[src/rtl/biquad_cascade_seq.sv]
// Cascade of SECTIONS direct-form-II biquads sharing one saturating multiplier and adder.
// Each section takes six cycles; the final section output is presented on yk with a one-cycle pulse.
module biquad_cascade_seq #(
  parameter int unsigned P        = 8,
  parameter int unsigned F        = 14,
  parameter int unsigned WIDTH    = 1 + P + F,
  parameter int unsigned SECTIONS = 4,
  parameter int unsigned SW       = (SECTIONS > 1) ? $clog2(SECTIONS) : 1
) (
  input  logic                    sclk,
  input  logic                    rst,
  input  logic                    enable,
  input  logic                    in_valid,
  output logic                    in_ready,
  input  logic signed [WIDTH-1:0] uk,
  output logic                    out_valid,
  output logic signed [WIDTH-1:0] yk,
  input  logic                    coef_we,
  input  logic [SW-1:0]           coef_sec,
  input  logic [2:0]              coef_sel,
  input  logic signed [WIDTH-1:0] coef_data,
  input  logic                    clear_state,
  output logic                    sat_flag
);
  localparam logic signed [WIDTH-1:0] MaxVal = {1'b0, {(WIDTH-1){1'b1}}};
  localparam logic signed [WIDTH-1:0] MinVal = {1'b1, {(WIDTH-1){1'b0}}};
  localparam logic signed [WIDTH-1:0] One    = {{(WIDTH-1-F){1'b0}}, 1'b1, {F{1'b0}}};
  localparam int unsigned IdxA1 = 0;
  localparam int unsigned IdxA2 = 1;
  localparam int unsigned IdxB0 = 2;
  localparam int unsigned IdxB1 = 3;
  localparam int unsigned IdxB2 = 4;

  typedef enum logic [0:0] {StIdle, StBusy} state_e;

  state_e                  state_q, state_d;
  logic [2:0]              step_q;
  logic [SW-1:0]           sec_q;
  logic signed [WIDTH-1:0] x_q, acc_q, w_q, yk_q;
  logic signed [WIDTH-1:0] f1_q [SECTIONS];
  logic signed [WIDTH-1:0] f2_q [SECTIONS];
  logic signed [WIDTH-1:0] coef_q [SECTIONS][5];
  logic                    pend_q, sat_q;

  logic                      last_step, coef_ok;
  logic signed [WIDTH-1:0]   mc, mv, addend, m, res;
  logic signed [2*WIDTH-1:0] prod, prod_sh;
  logic [WIDTH:0]            hi;
  logic signed [WIDTH:0]     sum;
  logic                      m_ovf, s_ovf;

  assign last_step = (step_q == 3'd5) && (sec_q == SW'(SECTIONS - 1));
  assign coef_ok   = coef_we && (state_q == StIdle) && enable && (coef_sel <= 3'd4) &&
                     (32'(coef_sec) < SECTIONS);

  // FSM: state register
  always_ff @(posedge sclk) begin
    if (rst) begin
      state_q <= StIdle;
    end else if (enable) begin
      state_q <= state_d;
    end
  end

  // FSM: next state
  always_comb begin
    state_d = state_q;
    unique case (state_q)
      StIdle:  if (in_valid) state_d = StBusy;
      StBusy:  if (last_step) state_d = StIdle;
      default: state_d = StIdle;
    endcase
  end

  // FSM: outputs; a completed result waits in pend_q while frozen
  always_comb begin
    in_ready  = (state_q == StIdle) && enable;
    out_valid = pend_q && enable;
  end

  assign yk       = yk_q;
  assign sat_flag = sat_q;

  // Shared multiply-accumulate operand selection per step
  always_comb begin
    mc     = '0;
    mv     = '0;
    addend = '0;
    case (step_q)
      3'd0: begin mc = coef_q[sec_q][IdxA1]; mv = f1_q[sec_q]; addend = x_q;   end
      3'd1: begin mc = coef_q[sec_q][IdxA2]; mv = f2_q[sec_q]; addend = acc_q; end
      3'd2: begin mc = coef_q[sec_q][IdxB0]; mv = w_q;                         end
      3'd3: begin mc = coef_q[sec_q][IdxB1]; mv = f1_q[sec_q]; addend = acc_q; end
      3'd4: begin mc = coef_q[sec_q][IdxB2]; mv = f2_q[sec_q]; addend = acc_q; end
      default: ;
    endcase
  end

  always_comb begin
    prod    = (2*WIDTH)'(mc) * (2*WIDTH)'(mv);
    prod_sh = prod >>> F;
    hi      = prod_sh[2*WIDTH-1:WIDTH-1];
    m_ovf   = !((&hi) || !(|hi));
    m       = m_ovf ? (prod_sh[2*WIDTH-1] ? MinVal : MaxVal) : prod_sh[WIDTH-1:0];
    sum     = {addend[WIDTH-1], addend} + {m[WIDTH-1], m};
    s_ovf   = sum[WIDTH] ^ sum[WIDTH-1];
    res     = s_ovf ? (sum[WIDTH] ? MinVal : MaxVal) : sum[WIDTH-1:0];
  end

  always_ff @(posedge sclk) begin
    if (rst) begin
      step_q <= '0;
      sec_q  <= '0;
      x_q    <= '0;
      acc_q  <= '0;
      w_q    <= '0;
      yk_q   <= '0;
      pend_q <= 1'b0;
      sat_q  <= 1'b0;
      for (int s = 0; s < SECTIONS; s++) begin
        f1_q[s] <= '0;
        f2_q[s] <= '0;
        for (int k = 0; k < 5; k++) coef_q[s][k] <= (k == IdxB0) ? One : '0;
      end
    end else if (enable) begin
      pend_q <= 1'b0;
      if (state_q == StIdle) begin
        if (coef_ok) coef_q[coef_sec][coef_sel] <= coef_data;
        if (clear_state) begin
          for (int s = 0; s < SECTIONS; s++) begin
            f1_q[s] <= '0;
            f2_q[s] <= '0;
          end
        end
        if (in_valid) begin
          x_q    <= uk;
          step_q <= '0;
          sec_q  <= '0;
        end
      end else if (step_q != 3'd5) begin
        sat_q <= sat_q | m_ovf | s_ovf;
        if (step_q == 3'd1) w_q <= res;
        else acc_q <= res;
        step_q <= step_q + 3'd1;
      end else begin
        f2_q[sec_q] <= f1_q[sec_q];
        f1_q[sec_q] <= w_q;
        x_q         <= acc_q;
        step_q      <= '0;
        if (last_step) begin
          yk_q   <= acc_q;
          pend_q <= 1'b1;
          sec_q  <= '0;
        end else begin
          sec_q <= sec_q + SW'(1);
        end
      end
    end
  end

endmodule
[config.mk]
export PLATFORM = sky130hd
export DESIGN_NAME = biquad_cascade_seq
export DESIGN_NICKNAME = d
export VERILOG_FILES = /design/src/rtl/biquad_cascade_seq.sv
export SDC_FILE = /design/constraint.sdc
export NUM_CORES = 2
export LEC_CHECK = 0
export CAP_MARGIN = 0
export CORE_MARGIN = 3
export CORE_UTILIZATION = 30
export DETAILED_ROUTE_END_ITERATION = 12
export SLEW_MARGIN = 20
export SYNTH_ARGS = -nofsm -noshare
export SYNTH_HDL_FRONTEND = slang
export SYNTH_SLANG_ARGS = --single-unit
[constraint.sdc]
create_clock -name sclk -period 43.3 [get_ports sclk]
set_input_delay 8.66 -clock sclk [delete_from_list [all_inputs] [get_ports sclk]]
set_output_delay 8.66 -clock sclk [all_outputs]
set_load 0.01 [all_outputs]
==> out/metrics.sh <==
SYNTHTOLAYOUTAREAGROWTH_PCT=10.92
SYNTH.AREA.TOP_CELLS='edfxtp_1, fa_1, mux4_2'
ROUTED-VIA-COUNT=36590
PLACEABLECOREAREA_SQ_UM=181900
DRT_FIRST_ITER_VIOLATIONS=3179
STD_CELL_ROWS=156
GROUTE.USAGE.OVERALL_PCT=16.08
DRIVE_GT1_SHARE_PCT=9.170
FLOORPLAN.DIE_AREA_SQ_UM=189400
CTS.ROOT.BUFFER_CELL='clkbuf_16'
FINAL.SETUP.TNS_NS=0
DRV_SLEW=0
CTS-ROOT-TO-SINK-BUFFERS=3
VDD_IR_DROP_MAX_mV=0.1934
FINALNETCOUNT=5661
RESULT_OF_THE_RUN='finished clean'
CLK_SLEW_ON_WORST_S_H_PATHS_NS=0.06
SYN-INSTANCE-COUNT=4989
WORSTHOLDENDPOINT='pend_q'
DRT-WIRELENGTH-PER-CELL_UM=20.49
FINALSETUPVIOLATIONS=0
SLOWEST_DELAY_NS=0.68
GRT_START_MAX_NET_PINS=142
CTSHOLDBUFFERS=0
CLOCK_TREE_FROM_TRITONCTS='done'
CRITICAL_PATH.TOP_DELAY_FAMILY='buffers and inverters'
SYNTH_AREA_PER_CELL_SQ_UM=11.08
SYNTH.YOSYS.SEQ_AREA_SHARE_PCT=38.69
TIMING.CRITICAL_PATH.MODE_CELL='clkdlybuf4s50_1'
SETUP.REG_TO_REG.WORST_SLACK_NS=26.48
ARRIVAL_NS=10.20
GR-TOTAL-OVERFLOW=0
TOTALPOWERFINAL_uW=4730
HPWL_UM=103200
SYNTH_AREA_SQ_UM=55260
POST_SYNTH_MOST_FREQUENT_CELLS='inv_1, edfxtp_1, fa_1'
SYNTH_MOST_COMMON_CELL='inv_1'
SYNTHESIS.YOSYS.WARNINGS=0
ANT_NETS=0
START_UTIL_PCT=30.38
INITIAL_DRT_PASS_ITERATIONS=6
SYNTHARSTFLOPSHARE_PCT=0
FINAL.PERIOD_UTILIZATION_PCT=43.55
NUMBER_OF_LIBRARY_CELL_TYPES_MAPPED_BY_SYNTHESIS=75
TIMING.SLEW.HEADROOM_PCT=27.89
NETLIST.TOP_CELL.BY_AREA='edfxtp_1'
HOLD_START='pend_q'
GRT_SETUP_UNREPAIRED='no'
CP_SLOWEST_CELL='clkdlybuf4s50_1'
POST-SYNTH-TOP-AREA-FRACTION_PCT=34.99
P_LEAK_uW=0.02568
DIE-WIDTH_UM=435.2
PORT_BUFFERS=82
TIMING.MAX_CAP.VIOLATIONS=0
SYNTH-EDFF-COUNT=644
CRIT_PATH_CELL_TRACE='clkdlybuf4s50_1 > nor2b_1 > clkdlybuf4s50_1'
GRT_ANTENNA_BEFORE_REPAIR=2
SYN-NUM-NETS=5760
ACHIEVABLE-FREQUENCY_MHz=53.03
TIMING_WORST_SLEW_PIN_VALUE_NS=1.078
TOP_LEVEL_PORTS=83
CTSRESIZECOUNT=0
CAPTURING_POINT_OF_THE_WORST_REG2REG_PATH='acc_q[2]'
DRC=0
CRITICAL_PATH_PEAK_FANOUT=10
CRIT_BUF_INV=2
HOLDPATHSTAGES=1
CP_DATA_REQUIRED_TIME_NS=34.64
TIMING.CLOCK.SKEW_NS=0.06480
SYNTH_TOP_FLOP_CELL='edfxtp_1'
DRT-VIAS-PER-INSTANCE=4.943
WORST_HOLD_PATH_TYPE='flip-flop to flip-flop'
SETUP.WORST_PATH.START_CLASS='primary input'
WORSTSETUPENDPOINTTYPE='primary output'
NUMBER_OF_BUFFERS_INSERTED_DURING_CLOCK_TREE_SYNTHESIS=76
POWER.DENSITY_nW_PER_UM2=77.17
FIRST_GLOBAL_VIAS=38665
DIE_HEIGHT_UM=435.2
CRIT_TYPE='primary input to primary output'
WIRE_LENGTH_OF_THE_FIRST_GLOBAL_ROUTING_PASS_UM=236900
FINAL_HOLD_VIOL_COUNT=0
SKEW_PAIR_LATE_INSERTION_DELAY_NS=0.71
TIMING.FINAL.CRIT_PERIOD_NS=18.86
CLOCK-SINKS=746
SYNTH_REGISTER_BITS=746
GLOBALPLACE.CONGESTION=0.8650
CTS_HTREE_LEVELS=3
WORST-R2R-CELL-COUNT=46
CTS.REPAIR_TIMING.SETUP_BUFFER_COUNT=0
FINAL_WIRELENGTH_UM=151700
==> power breakdown <==
group / leakage (uW) / internal (uW) / switching, uW
registers: 0.00772 / 806 / 15.5
clock network: 0.00122 / 379 / 296
logic: 0.0167 / 1230 / 2010
total: 0.0257 / 2410 / 2320
==> stage by stage <==
| stage | setup slack [ns] | area, sq um | std cells | util [%] | hold slack, ns |
|---|---|---|---|---|---|
| finish | 24.44 | 61300 | 7402 | 33.70 | 0.4555 |
| floorplan | 25.45 | 55260 | 4989 | - | 0.4181 |
| detailed placement | 24.46 | 58730 | 7261 | 32.29 | 0.4410 |
| global placement | 24.45 | 58700 | 7260 | 32.27 | 0.4472 |
| CTS | 24.46 | 61290 | 7400 | 33.69 | 0.4531 |
| global route | 24.36 | 61300 | 7401 | 33.70 | 0.4731 |
==> metal layers <==
metal / part of all wire [%] / global-route usage (%) / wire (um)
met1: 42 / 21.24 / 63690
met2: 48 / 26.74 / 72940
met3: 5.9 / 2.036 / 8978
met4: 4.0 / 6.569 / 6089
met5: 0 / 0 / 0
==> cells by family after synthesis <==
kind of cell | after synthesis | synth area share, %
simple gates | 1675 | 15.32
buf+inv | 1044 | 7.204
flops | 746 | 38.69
fa+ha+maj | 732 | 24.19
compound gates | 538 | 6.582
mux | 190 | 7.001
xor+xnor | 64 | 1.014
==> how the worst max path moves through the flow <==
stage,from,end,slack [ns],cells after the start
6_report,enable,in_ready,24.44,3
5_1_grt,enable,in_ready,24.36,3
4_1_cts,enable,in_ready,24.46,3
3_5_place_dp,enable,in_ready,24.46,3
3_3_place_gp,enable,in_ready,24.45,3
2_1_floorplan,enable,in_ready,25.45,2
==> registers in the layout (all words and copies together), names as in the netlist, named ones only <==
name and count:
coef_q 460, f1_q 92, f2_q 92, acc_q 23, w_q 23, x_q 23
yk 23, step_q 3, sec_q 2, pend_q 1, sat_flag 1, state_q 1
==> cell type report <==
type,count,area [sq um]
fillers,18248,120600
multi-input cells,3199,30140
flip-flops and latches,746,21400
well taps,2449,3064
inverters,693,2601
clock buffers,94,1979
repair buffers,174,1533
clock inverters,45,579.3
diodes,2,5.005
==> cells in the final DEF, fill, tap and decap left out, types with 23 or more instances in the layout <==
cell type,instances
ha_1,148
nand2b_1,25
a211oi_1,30
clkdlybuf4s50_1,81
xnor2_1,39
xor2_1,24
nor3_1,41
a21oi_1,151
or2_2,26
clkbuf_16,76
nand3_1,23
nor2_1,334
dfxtp_1,96
a21o_1,60
a221oi_1,26
mux4_2,157
inv_1,689
o21ai_0,45
edfxtp_1,644
a31oi_1,34
a22oi_1,58
nand2_1,436
mux2i_1,31
buf_4,91
fa_1,566
and2_1,559
and3_1,156
==> worst register-to-register path, delay by kind of cell (launching register included) <==
| family | cells | cell delay, ns |
|---|---|---|
| AOI/OAI and AO/OA | 15 | 5.12 |
| adders and majority gates | 10 | 4.63 |
| buffers and inverters | 8 | 2.54 |
| and+or+nand+nor | 10 | 2.20 |
| muxes | 2 | 1.00 |
| DFF | 1 | 0.77 |
| xor gates and xnor gates | 1 | 0.46 |
Note: power is estimated with default switching activity, not from simulation.
